===== src/rtl/rst_seq_sword.sv =====
// Reset sequencer for one generated clock domain: waits for a stable MMCM lock,
// releases peripherals, then the core; handles lock loss and software core resets.
module rst_seq_sword #(
    parameter int SYNC_STAGES   = 2,
    parameter int STABLE_CYCLES = 256,
    parameter int PERIPH_GAP    = 16,
    parameter int SW_HOLD       = 64
) (
    input  logic       clk,
    input  logic       rst_n,
    input  logic       locked,
    input  logic       sw_rst_req,
    output logic       rst_periph,
    output logic       rst_core,
    output logic       ready,
    output logic [7:0] lock_loss_cnt,
    output logic [2:0] state_dbg
);

    localparam int MAX_AB  = (STABLE_CYCLES > PERIPH_GAP) ? STABLE_CYCLES : PERIPH_GAP;
    localparam int MAX_CYC = (MAX_AB > SW_HOLD) ? MAX_AB : SW_HOLD;
    localparam int CNT_W   = (MAX_CYC > 1) ? $clog2(MAX_CYC) : 1;

    localparam logic [CNT_W-1:0] STABLE_LAST = CNT_W'(STABLE_CYCLES - 1);
    localparam logic [CNT_W-1:0] GAP_LAST    = CNT_W'(PERIPH_GAP - 1);
    localparam logic [CNT_W-1:0] HOLD_LAST   = CNT_W'(SW_HOLD - 1);

    typedef enum logic [2:0] {
        ST_WAIT_LOCK = 3'd0,
        ST_STABILIZE = 3'd1,
        ST_PERIPH_ON = 3'd2,
        ST_RUN       = 3'd3,
        ST_SW_HOLD   = 3'd4
    } state_t;

    state_t                 state;
    logic [CNT_W-1:0]       cnt;
    logic [SYNC_STAGES-1:0] sync_q;
    logic                   lock_s;

    always_ff @(posedge clk or negedge rst_n) begin
        if (!rst_n) begin
            sync_q <= '0;
        end else begin
            sync_q <= {sync_q[SYNC_STAGES-2:0], locked};
        end
    end

    assign lock_s    = sync_q[SYNC_STAGES-1];
    assign state_dbg = state;

    always_ff @(posedge clk or negedge rst_n) begin
        if (!rst_n) begin
            state         <= ST_WAIT_LOCK;
            cnt           <= '0;
            rst_periph    <= 1'b1;
            rst_core      <= 1'b1;
            ready         <= 1'b0;
            lock_loss_cnt <= '0;
        end else begin
            case (state)
                ST_WAIT_LOCK: begin
                    rst_periph <= 1'b1;
                    rst_core   <= 1'b1;
                    ready      <= 1'b0;
                    cnt        <= '0;
                    if (lock_s) begin
                        state <= ST_STABILIZE;
                    end
                end
                // A lock drop before peripherals are released is not a counted loss.
                ST_STABILIZE: begin
                    if (!lock_s) begin
                        state <= ST_WAIT_LOCK;
                        cnt   <= '0;
                    end else if (cnt == STABLE_LAST) begin
                        state      <= ST_PERIPH_ON;
                        rst_periph <= 1'b0;
                        cnt        <= '0;
                    end else begin
                        cnt <= cnt + 1'b1;
                    end
                end
                ST_PERIPH_ON, ST_RUN, ST_SW_HOLD: begin
                    if (!lock_s) begin
                        state      <= ST_WAIT_LOCK;
                        rst_periph <= 1'b1;
                        rst_core   <= 1'b1;
                        ready      <= 1'b0;
                        cnt        <= '0;
                        if (lock_loss_cnt != 8'hFF) begin
                            lock_loss_cnt <= lock_loss_cnt + 8'd1;
                        end
                    end else if (state == ST_RUN) begin
                        if (sw_rst_req) begin
                            state    <= ST_SW_HOLD;
                            rst_core <= 1'b1;
                            ready    <= 1'b0;
                            cnt      <= '0;
                        end
                    end else if (cnt == ((state == ST_PERIPH_ON) ? GAP_LAST : HOLD_LAST)) begin
                        state    <= ST_RUN;
                        rst_core <= 1'b0;
                        ready    <= 1'b1;
                        cnt      <= '0;
                    end else begin
                        cnt <= cnt + 1'b1;
                    end
                end
                default: begin
                    state      <= ST_WAIT_LOCK;
                    rst_periph <= 1'b1;
                    rst_core   <= 1'b1;
                    ready      <= 1'b0;
                    cnt        <= '0;
                end
            endcase
        end
    end

endmodule


===== config.mk =====
export PLATFORM = sky130hd
export DESIGN_NAME = rst_seq_sword
export DESIGN_NICKNAME = d
export VERILOG_FILES = /design/src/rtl/rst_seq_sword.sv
export SDC_FILE = /design/constraint.sdc
export NUM_CORES = 1
export LEC_CHECK = 0
export ABC_AREA = 0
export BUFFER_PORTS_ARGS = -buffer_cell sky130_fd_sc_hd__buf_2
export CORE_MARGIN = 8
export CORE_UTILIZATION = 45
export CTS_BUF_LIST = sky130_fd_sc_hd__clkbuf_4
export DETAILED_ROUTE_END_ITERATION = 7
export PLACE_DENSITY = 0.7
export SYNTH_ARGS = -nofsm -noshare
export SYNTH_HDL_FRONTEND = slang
export SYNTH_SLANG_ARGS = --single-unit

===== constraint.sdc =====
create_clock -name clk -period 3.95 [get_ports clk]
set_clock_uncertainty 0.05 [all_clocks]
set_input_delay 0.5925 -clock clk [delete_from_list [all_inputs] [get_ports clk]]
set_output_delay 0.5925 -clock clk [all_outputs]
set_load 0.1 [all_outputs]

==> out/metrics.cfg, run 1 <==
[routing]
initialDrtViolationCount=53
wl_per_cell_um=14.28
vias=1018
drcViolationCount=0
wl_mm=2.513
drt-vias-per-instance=5.784
antenna_left=0
dr.pass1.iters=4

[power]
clkPwrFrac_pct=37.8
power_density_nw_per_um2=323.4
switchingPower_uw=109.4
comb_power_share_pct=7.6
switching_share_pct=23.32
seqPwrFrac_pct=54.6
internal_power_uw=359.6
irDropWorstVdd_mv=0.3084
p_leak_uw=0.0006542

[clocking]
tritoncts=done
htreeDepth=1
clock_sinks=24
postCtsSetupBuffers=0
cts_buffers=3
cts-root-buf=clkbuf_4
path_clk_slew_ns=0.14
clk_latency_ns=0.32
cts_buffer_depth=2
ctsHoldBuffers=0
cts-resized-gates=0

[worst_setup_path]
slowest_stage=nor3b_2
crit_chain=and3b_2, nor3b_2, or3_1, a21oi_1, a21o_1
end_kind=flip-flop
startpoint_type=flip-flop
criticalPathCategory=reg -> reg
crit_fanout=17
critPathArrivalTime_ns=2.37
crit_path_max_incr_delay_ns=0.82
cp.required_ns=4.11

[layout]
stdcell_count=176
antenna_cells=0
fillers=254
nets=152
drive_gt1_share_pct=22.76
syn_to_final_growth_pct=11.23

[grt]
grt_pass1_wl_mm=4.271
grt_pass1_vias=925
antenna_found_initial=0
gr-usage-all-layers_pct=10.23
grt_max_degree=25
overflow=0

[job]
maxCapViolations=0

[die]
coreArea_um2=2758
die_area_um2=4876
start_util_pct=47.28
die_x_um=69.83
ios=18
rows=19
die_h_um=69.83

[sta]
setup_viol=0
tightestPinTransition_ns=1.017
clock.fmax_ghz=0.4530
final.setup.tns_ns=0
min_period_over_period_pct=55.88
hold_viol=0
min_period_ns=2.207
drv_slew=0
maxSlewHeadroom_pct=31.91
rsz0062_at_grt=false

[yosys]
synth.top_cells.by_area=dfrtp_1, dfstp_2, nand2_1, xnor2_1, a21oi_1
yosysTopAreaCell=dfrtp_1
yosysSeqAreaShare_pct=46.26
ys_seq_elements=24
synth_cells=127
synth_cell_type_count=50
synth.avg_cell_area_um2=10.27
async_reset_ff_share_pct=100.0
synth_nets=133
synth_edf_count=0
yosys_warnings=0
syn_area_um2=1304
synth-main-ff-cell=dfrtp_1
synth.top_cell.area_share_pct=42.23

[status]
status=finished clean

[placed_design]
routabilityCongestion=0.9049
hpwlAfterDp_mm=1.847
io_buffers=17
dp.cells=172

[hold_path]
hold_path.class=in -> async

[per-stage QoR]
step           instance area (um2)  hold slack (ns)  worst slack (ns)  power [uW]  utilization [%]
6_report                      1450           0.1751             1.743       469.0            52.59
5_1_grt                       1450           0.1979             1.531       487.3            52.59
4_1_cts                       1450           0.1910             1.758       476.2            52.59
3_5_place_dp                  1398           0.2948             1.809       296.4            50.68
3_3_place_gp                  1398           0.2869             1.921       295.4            50.68
2_1_floorplan                 1304           0.2469             1.339       282.5                -
[power groups by stage]
stage	Combinational (uW)	Sequential (uW)	Clock [uW]
6_report	35.6	256	177
3_5_place_dp	35.8	261	0
2_1_floorplan	12.0	271	0
4_1_cts	35.8	256	184
3_3_place_gp	35.1	260	0
5_1_grt	38.2	257	192
[cells in the mapped netlist (2+ instances only)]
master and count:
a21o_1 3, a21oi_1 6, a22oi_1 2, and3_1 2, dfrtp_1 22, dfstp_2 2, ha_1 2, inv_1 4
nand2_1 13, nand3_1 6, nand4_1 2, nor2_1 8, nor3_1 3, nor3b_1 2, nor3b_2 2, o21ai_0 6
or3_1 4, xnor2_1 4, xor2_1 3
[metal layers]
layer / part of all wire (%) / up-vias / GRT usage (%)
li1: - / 499 / -
met3: 4.1 / 2 / 4.435
met4: 0.56 / 0 / 1.339
met5: 0 / - / 0
met2: 46 / 15 / 15.63
met1: 49 / 502 / 13.29
[critical path, delay by kind of cell, from the launching register on]
family	cells	cell delay, ns
flip-flops	1	0.54
AND/OR/NAND/NOR	3	1.28
AO/OA/AOI/OAI	2	0.23
[flip-flops by register name, indices dropped and copies added, names as in the netlist]
name and flops:
cnt 8, lock_loss_cnt 8, state_dbg 3, sync_q 2, ready 1, rst_core 1, rst_periph 1
[cell usage in the layout (no fill, tap or decap), drive strengths merged, types with 3 or more instances in the layout]
cell type,instances
nor2,8
a21o,3
o21ai,7
nor3b,4
dfrtp,22
buf,17
a21oi,6
nor3,3
inv,4
nand3,6
or3,4
xnor2,4
xor2,3
nand2,13
and3,3
clkbuf,3
[logic make-up after synthesis]
kind of cell,Yosys count,synth area share [%]
adders and majority gates,3,2.687
AOI/OAI and AO/OA,29,16.41
buffers and inverters,7,3.454
and+or+nand+nor,55,24.86
DFF,24,46.26
muxes,2,1.631
xor gates and xnor gates,7,4.703
[worst paths after layout]
check | from | to | slack [ns] | depth (start not counted)
worst min-delay path | rst_n | cnt[7] | 0.18 | 1
max in group asynchronous | rst_n | rst_core | 3.30 | 1
worst max register to register | state_dbg[1] | cnt[3] | 1.74 | 5
worst max-delay path | state_dbg[1] | cnt[3] | 1.74 | 5
min in group clk | sync_q[0] | sync_q[1] | 0.32 | 0
worst min register to register | sync_q[0] | sync_q[1] | 0.32 | 0
[final cells by class]
| cell class | count | area, um2 | share of cell area (%) |
|---|---|---|---|
| inverter | 4 | 15.01 | 1.035 |
| clock inverter | 1 | 30.03 | 2.071 |
| tap | 31 | 38.79 | 2.675 |
| sequential | 24 | 603.1 | 41.59 |
| clock buffer | 3 | 22.52 | 1.553 |
| multi-input combinational | 96 | 655.6 | 45.21 |
| timing repair buffer | 17 | 85.08 | 5.867 |
No activity file was read; power rests on OpenSTA's default activity.
==> run 2: changes to the inputs <==
Settings changed: PLACE_DENSITY 0.7 to 0.72.
Clock period 3.95 ns to 1.9 ns, I/O delays scaled along.
==> run 2 against run 1 <==
First-iteration DRC count grew 58%. Flip-flop and latch count is the same. Routed wire length grew 10%. Sequential share of layout area shrank 3.4 points. Sequential power grew 110%. Largest cell class unchanged. Via count grew 5.2%. Hold slack gained 0.034 ns. Worst setup slack lost 1.7 ns. Die area is the same. Count of clock-buffer cells in the layout is the same. Critical path depth is the same.
==> out/metrics.cfg, run 2 (same netlist as run 1, synthesis figures left out) <==
[worst_setup_path]
criticalPathCategory=reg -> reg  ; unchanged
critPathArrivalTime_ns=2.02  ; was 2.37 ns
path_buf_inv=0  ; unchanged
startpoint_type=flip-flop  ; unchanged
critPathTopFamily=simple AND/OR/NAND/NOR gates  ; unchanged
crit_fanout=7  ; was 17
crit_chain=or3b_4, a221oi_4, and4_4, nand3_2, xnor2_1  ; was and3b_2, nor3b_2, or3_1, a21oi_1, a21o_1
cp-startpoint=state_dbg[1]  ; unchanged
cp.required_ns=2.06  ; was 4.11 ns
timing.rr.start=state_dbg[1]  ; unchanged
end_kind=flip-flop  ; unchanged
crit_path_max_incr_delay_ns=0.53  ; was 0.82 ns
slowest_stage=dfrtp_4  ; was nor3b_2

[power]
comb_power_share_pct=9.4  ; was 7.6%
irDropWorstVdd_mv=0.4990  ; was 0.3084 mV
p_leak_uw=0.0007188  ; was 0.0006542 uW
clkPwrFrac_pct=36.8  ; was 37.8%
switchingPower_uw=225.3  ; was 109.4 uW
internal_power_uw=763.5  ; was 359.6 uW
power_density_nw_per_um2=612.6  ; was 323.4 nW/um2
seqPwrFrac_pct=53.8  ; was 54.6%
switching_share_pct=22.79  ; was 23.32%

[sta]
drv_slew=0  ; unchanged
tightestPinTransition_ns=0.5744  ; was 1.017 ns
hold_viol=0  ; unchanged
clock.fmax_ghz=0.5393  ; was 0.4530 GHz
layout_setup_ws_ns=0.04585  ; was 1.743 ns
fin_hold_ws_ns=0.2089  ; was 0.1751 ns
min_period_ns=1.854  ; was 2.207 ns
rsz0062_at_grt=true  ; was false
min_period_over_period_pct=97.59  ; was 55.88%
setup_viol=0  ; unchanged
maxSlewHeadroom_pct=61.63  ; was 31.91%

[grt]
overflow=0  ; unchanged
grt_pass1_vias=1036  ; was 925
gr-usage-all-layers_pct=11.26  ; was 10.23%
grt_max_degree=25  ; unchanged
grt_pass1_wl_mm=4.719  ; was 4.271 mm
antenna_found_initial=0  ; unchanged

[layout]
fillers=242  ; was 254
layout_common_cells=buf_2, dfrtp_1, nand2_1  ; was dfrtp_1, buf_2, nand2_1
nets=167  ; was 152
antenna_cells=0  ; unchanged
drive_gt1_share_pct=36.88  ; was 22.76%
layout_commonest_cell=buf_2  ; was dfrtp_1
stdcell_area_um2=1614  ; was 1450 um2
syn_to_final_growth_pct=23.80  ; was 11.23%
stdcell_count=191  ; was 176

[hold_path]
hp-start=sw_rst_req
hold_path.class=in -> reg  ; was in -> async

[die]
rows=19  ; unchanged
coreArea_um2=2758  ; unchanged
die_x_um=69.83  ; unchanged
die_area_um2=4876  ; unchanged
start_util_pct=47.28  ; unchanged
ios=18  ; unchanged
die_h_um=69.83  ; unchanged

[placed_design]
dp.cells=182  ; was 172
post_dp_cell_area_um2=1499  ; was 1398 um2
hpwlAfterDp_mm=1.991  ; was 1.847 mm
routabilityCongestion=0.8584  ; was 0.9049
io_buffers=17  ; unchanged
pre_cts_ws_ns=0.03571  ; was 1.809 ns

[clocking]
cts_buffer_depth=2  ; unchanged
clk_latency_ns=0.31  ; was 0.32 ns
tritoncts=done  ; unchanged
htreeDepth=1  ; unchanged
clock_sinks=24  ; unchanged
path_clk_slew_ns=0.13  ; was 0.14 ns
cts_buffers=3  ; unchanged
cts-root-buf=clkbuf_4  ; unchanged

[routing]
antenna_left=0  ; unchanged
wl_per_cell_um=14.50  ; was 14.28 um
wl_mm=2.769  ; was 2.513 mm
drt-vias-per-instance=5.607  ; was 5.784
initialDrtViolationCount=84  ; was 53
drcViolationCount=0  ; unchanged
dr.pass1.iters=4  ; unchanged
vias=1071  ; was 1018

[status]
status=finished clean  ; unchanged

[job]
maxCapViolations=0  ; unchanged

-- run 2: tightest hold or removal path: stages --
cell,delay [ns]
buf_2,0.10
a22oi_1,0.07
nor2_1,0.08
-- run 2: worst paths after layout --
path,slack [ns],endpoint,cells past startpoint
setup / recovery,0.05,lock_loss_cnt[5],5
hold / removal,0.21,state_dbg[2],3
setup reg to reg,0.05,lock_loss_cnt[5],5
hold reg to reg,0.32,sync_q[1],0
max in group asynchronous,1.01,state_dbg[2],2
min in group asynchronous,0.41,cnt[1],2
-- run 2: area by class of cell --
type / count / area [um2] / area share, %
clock buffers: 3 / 22.52 / 1.395
well taps: 31 / 38.79 / 2.403
multi-input cells: 96 / 691.9 / 42.87
inverters: 4 / 15.01 / 0.9302
flip-flops and latches: 24 / 615.6 / 38.14
repair buffers: 32 / 200.2 / 12.40
clock inverters: 1 / 30.03 / 1.860
-- run 2: power by group through the flow --
stage | logic (uW) | registers [uW] | clock network, uW
finish | 93.4 | 532 | 364
CTS | 89.6 | 532 | 380
global placement | 86.2 | 541 | 0
detailed placement | 87.8 | 541 | 0
floorplan | 25.3 | 563 | 0
global route | 103 | 534 | 393
-- run 2: routing by layer --
| layer | wire [um] | track usage [%] |
|---|---|---|
| met5 | 0 | 0 |
| met4 | 35 | 4.018 |
| met3 | 75 | 2.575 |
| met2 | 1331 | 18.27 |
| met1 | 1327 | 14.14 |
-- run 2: metrics by stage --
step / TNS (ns) / utilization [%] / total power [uW]
6_report: 0 / 58.53 / 988.8
3_3_place_gp: 0 / 54.36 / 626.8
3_5_place_dp: 0 / 54.36 / 629.0
4_1_cts: 0 / 56.62 / 1001
2_1_floorplan: -1.177 / - / 588.4
5_1_grt: -0.01706 / 58.53 / 1030
-- run 2: repair_timing --
item                                    CTS  global route
gates resized for setup                   0             5
endpoints found under the hold margin    22             1
hold buffers                              1             1
endpoints found under the setup margin    0             9
buffers inserted                          0             3
==> run 3: changes to the inputs <==
Clock period 1.9 ns to 1.7 ns, I/O delays scaled along.
==> run 3 against run 2 <==
The run now ends with negative setup slack left. Largest cell class unchanged. Critical path type unchanged. Highest routed layer unchanged. Die area unchanged. Flip-flop and latch count is the same. Largest power group unchanged. Final area up 25%.
==> out/metrics.cfg, run 3 (same netlist as run 1, synthesis figures left out) <==
[status]
status=finished with violations  ; was finished clean
violations=negative setup slack

[layout]
layout_commonest_cell=buf_4  ; was buf_2
syn_to_final_growth_pct=54.80  ; was 23.80%
antenna_cells=0  ; unchanged
layout_common_cells=buf_4, buf_2, nand2_1, dfrtp_1, buf_6  ; was buf_2, dfrtp_1, nand2_1
fillers=183  ; was 242
final_util_pct=73.19  ; was 58.53%
nets=191  ; was 167
drive_gt1_share_pct=58.70  ; was 36.88%

[clocking]
cts_buffer_depth=2  ; unchanged
cts-root-buf=clkbuf_4  ; unchanged
clock_sinks=24  ; unchanged
htreeDepth=1  ; unchanged
cts_buffers=3  ; unchanged
tritoncts=done  ; unchanged
path_clk_slew_ns=0.13  ; about the same
clk_latency_ns=0.33  ; was 0.31 ns

[worst_setup_path]
endpoint=ready  ; was lock_loss_cnt[5]
critPathArrivalTime_ns=2.06  ; was 2.02 ns
timing.rr.start=state_dbg[2]  ; was state_dbg[1]
end_kind=flip-flop  ; unchanged
cp-startpoint=state_dbg[2]  ; was state_dbg[1]
criticalPathCategory=reg -> reg  ; unchanged
crit_chain=buf_4, nor3b_4, mux2i_2, or2_4, buf_6, nor3_4, o32a_1  ; was or3b_4, a221oi_4, and4_4, nand3_2, xnor2_1
ff2ff_path_depth=7  ; was 5
cp.required_ns=1.86  ; was 2.06 ns
slowest_stage=dfrtp_4  ; unchanged
critPathTopFamily=flip-flops  ; was simple AND/OR/NAND/NOR gates
crit_fanout=4  ; was 7
crit_path_max_incr_delay_ns=0.50  ; was 0.53 ns
startpoint_type=flip-flop  ; unchanged
r2r_end=ready  ; was lock_loss_cnt[5]
path_buf_inv=2  ; was 0
path_depth=7  ; was 5
regToRegSetupSlack_ns=-0.19  ; was 0.05 ns

[placed_design]
hpwlAfterDp_mm=2.396  ; was 1.991 mm
routabilityCongestion=0.8741  ; was 0.8584
io_buffers=17  ; unchanged

[die]
start_util_pct=47.28  ; unchanged
rows=19  ; unchanged
ios=18  ; unchanged
coreArea_um2=2758  ; unchanged
die_h_um=69.83  ; unchanged
die_area_um2=4876  ; unchanged
die_x_um=69.83  ; unchanged

[grt]
gr-usage-all-layers_pct=14.78  ; was 11.26%
grt_max_degree=25  ; unchanged
antenna_found_initial=0  ; unchanged
overflow=0  ; unchanged
grt_pass1_vias=1206  ; was 1036
grt_pass1_wl_mm=6.023  ; was 4.719 mm

[sta]
final.setup.tns_ns=-2.318  ; was 0 ns
hold_viol=0  ; unchanged
layout_setup_ws_ns=-0.1946  ; was 0.04585 ns
clock.fmax_ghz=0.5278  ; was 0.5393 GHz
maxSlewHeadroom_pct=64.03  ; was 61.63%
fin_hold_ws_ns=0.2069  ; was 0.2089 ns
min_period_ns=1.895  ; was 1.854 ns
min_period_over_period_pct=111.4  ; was 97.59%
rsz0062_at_grt=true  ; unchanged
tightestPinTransition_ns=0.5396  ; was 0.5744 ns
setup_viol=20  ; was 0
drv_slew=0  ; unchanged

[power]
p_leak_uw=0.0009018  ; was 0.0007188 uW
irDropWorstVdd_mv=0.5533  ; was 0.4990 mV
power_density_nw_per_um2=574.6  ; was 612.6 nW/um2

[routing]
drt-vias-per-instance=5.633  ; was 5.607
drcViolationCount=0  ; unchanged
initialDrtViolationCount=55  ; was 84
wl_mm=3.776  ; was 2.769 mm
wl_per_cell_um=17.56  ; was 14.50 um
vias=1211  ; was 1071
dr.pass1.iters=4  ; unchanged
antenna_left=0  ; unchanged

[hold_path]
hold_path.class=in -> reg  ; unchanged
hp-start=sw_rst_req  ; unchanged

[job]
maxCapViolations=0  ; unchanged

==> run 3: final cells by class <==
class / count / area [um2] / share of cell area (%)
clock buffers: 3 / 22.52 / 1.116
well taps: 31 / 38.79 / 1.922
clock inverters: 1 / 30.03 / 1.488
inverters: 4 / 15.01 / 0.7440
multi-input cells: 96 / 837.1 / 41.48
repair buffers: 56 / 454.2 / 22.50
flip-flops and latches: 24 / 620.6 / 30.75
==> run 3: timing repair <==
action,CTS,global route
gates resized for setup,24,26
setup endpoints to repair,15,22
pin swaps,11,15
setup buffers,4,4
hold buffers,2,0
endpoints found under the hold margin,23,0
==> run 3: report_power, final <==
part           internal, uW  switching [uW]
Combinational          51.0            94.0
Clock                   238             187
Sequential              581            8.08
==> run 3: tightest hold or removal path: stages <==
cell,delay (ns)
buf_2,0.12
a22oi_2,0.08
nor2_1,0.08
==> run 3: worst min path at each step <==
stage	endpoint	depth (start not counted)	slack (ns)
floorplan	cnt[0]	0	-0.09
global placement	cnt[4]	1	0.21
detailed placement	cnt[4]	1	0.22
CTS	state_dbg[2]	3	0.19
global route	state_dbg[2]	3	0.21
finish	state_dbg[2]	3	0.21
==> run 3: per-stage QoR <==
step | std cells | power (uW) | instance area, um2 | worst slack [ns]
2_1_floorplan | 127 | 659.8 | 1356 | -0.5006
3_3_place_gp | 201 | 721.1 | 1658 | -0.09168
3_5_place_dp | 201 | 724.5 | 1658 | -0.1252
4_1_cts | 211 | 1156 | 1882 | -0.1356
5_1_grt | 215 | 1194 | 2018 | -0.2664
6_report | 215 | 1160 | 2018 | -0.1946
==> run 3: layer usage <==
metal	GRT usage, %	wire length [um]
met5	0	0
met4	5.804	135
met3	2.861	152
met2	25.89	1964
met1	17.10	1523
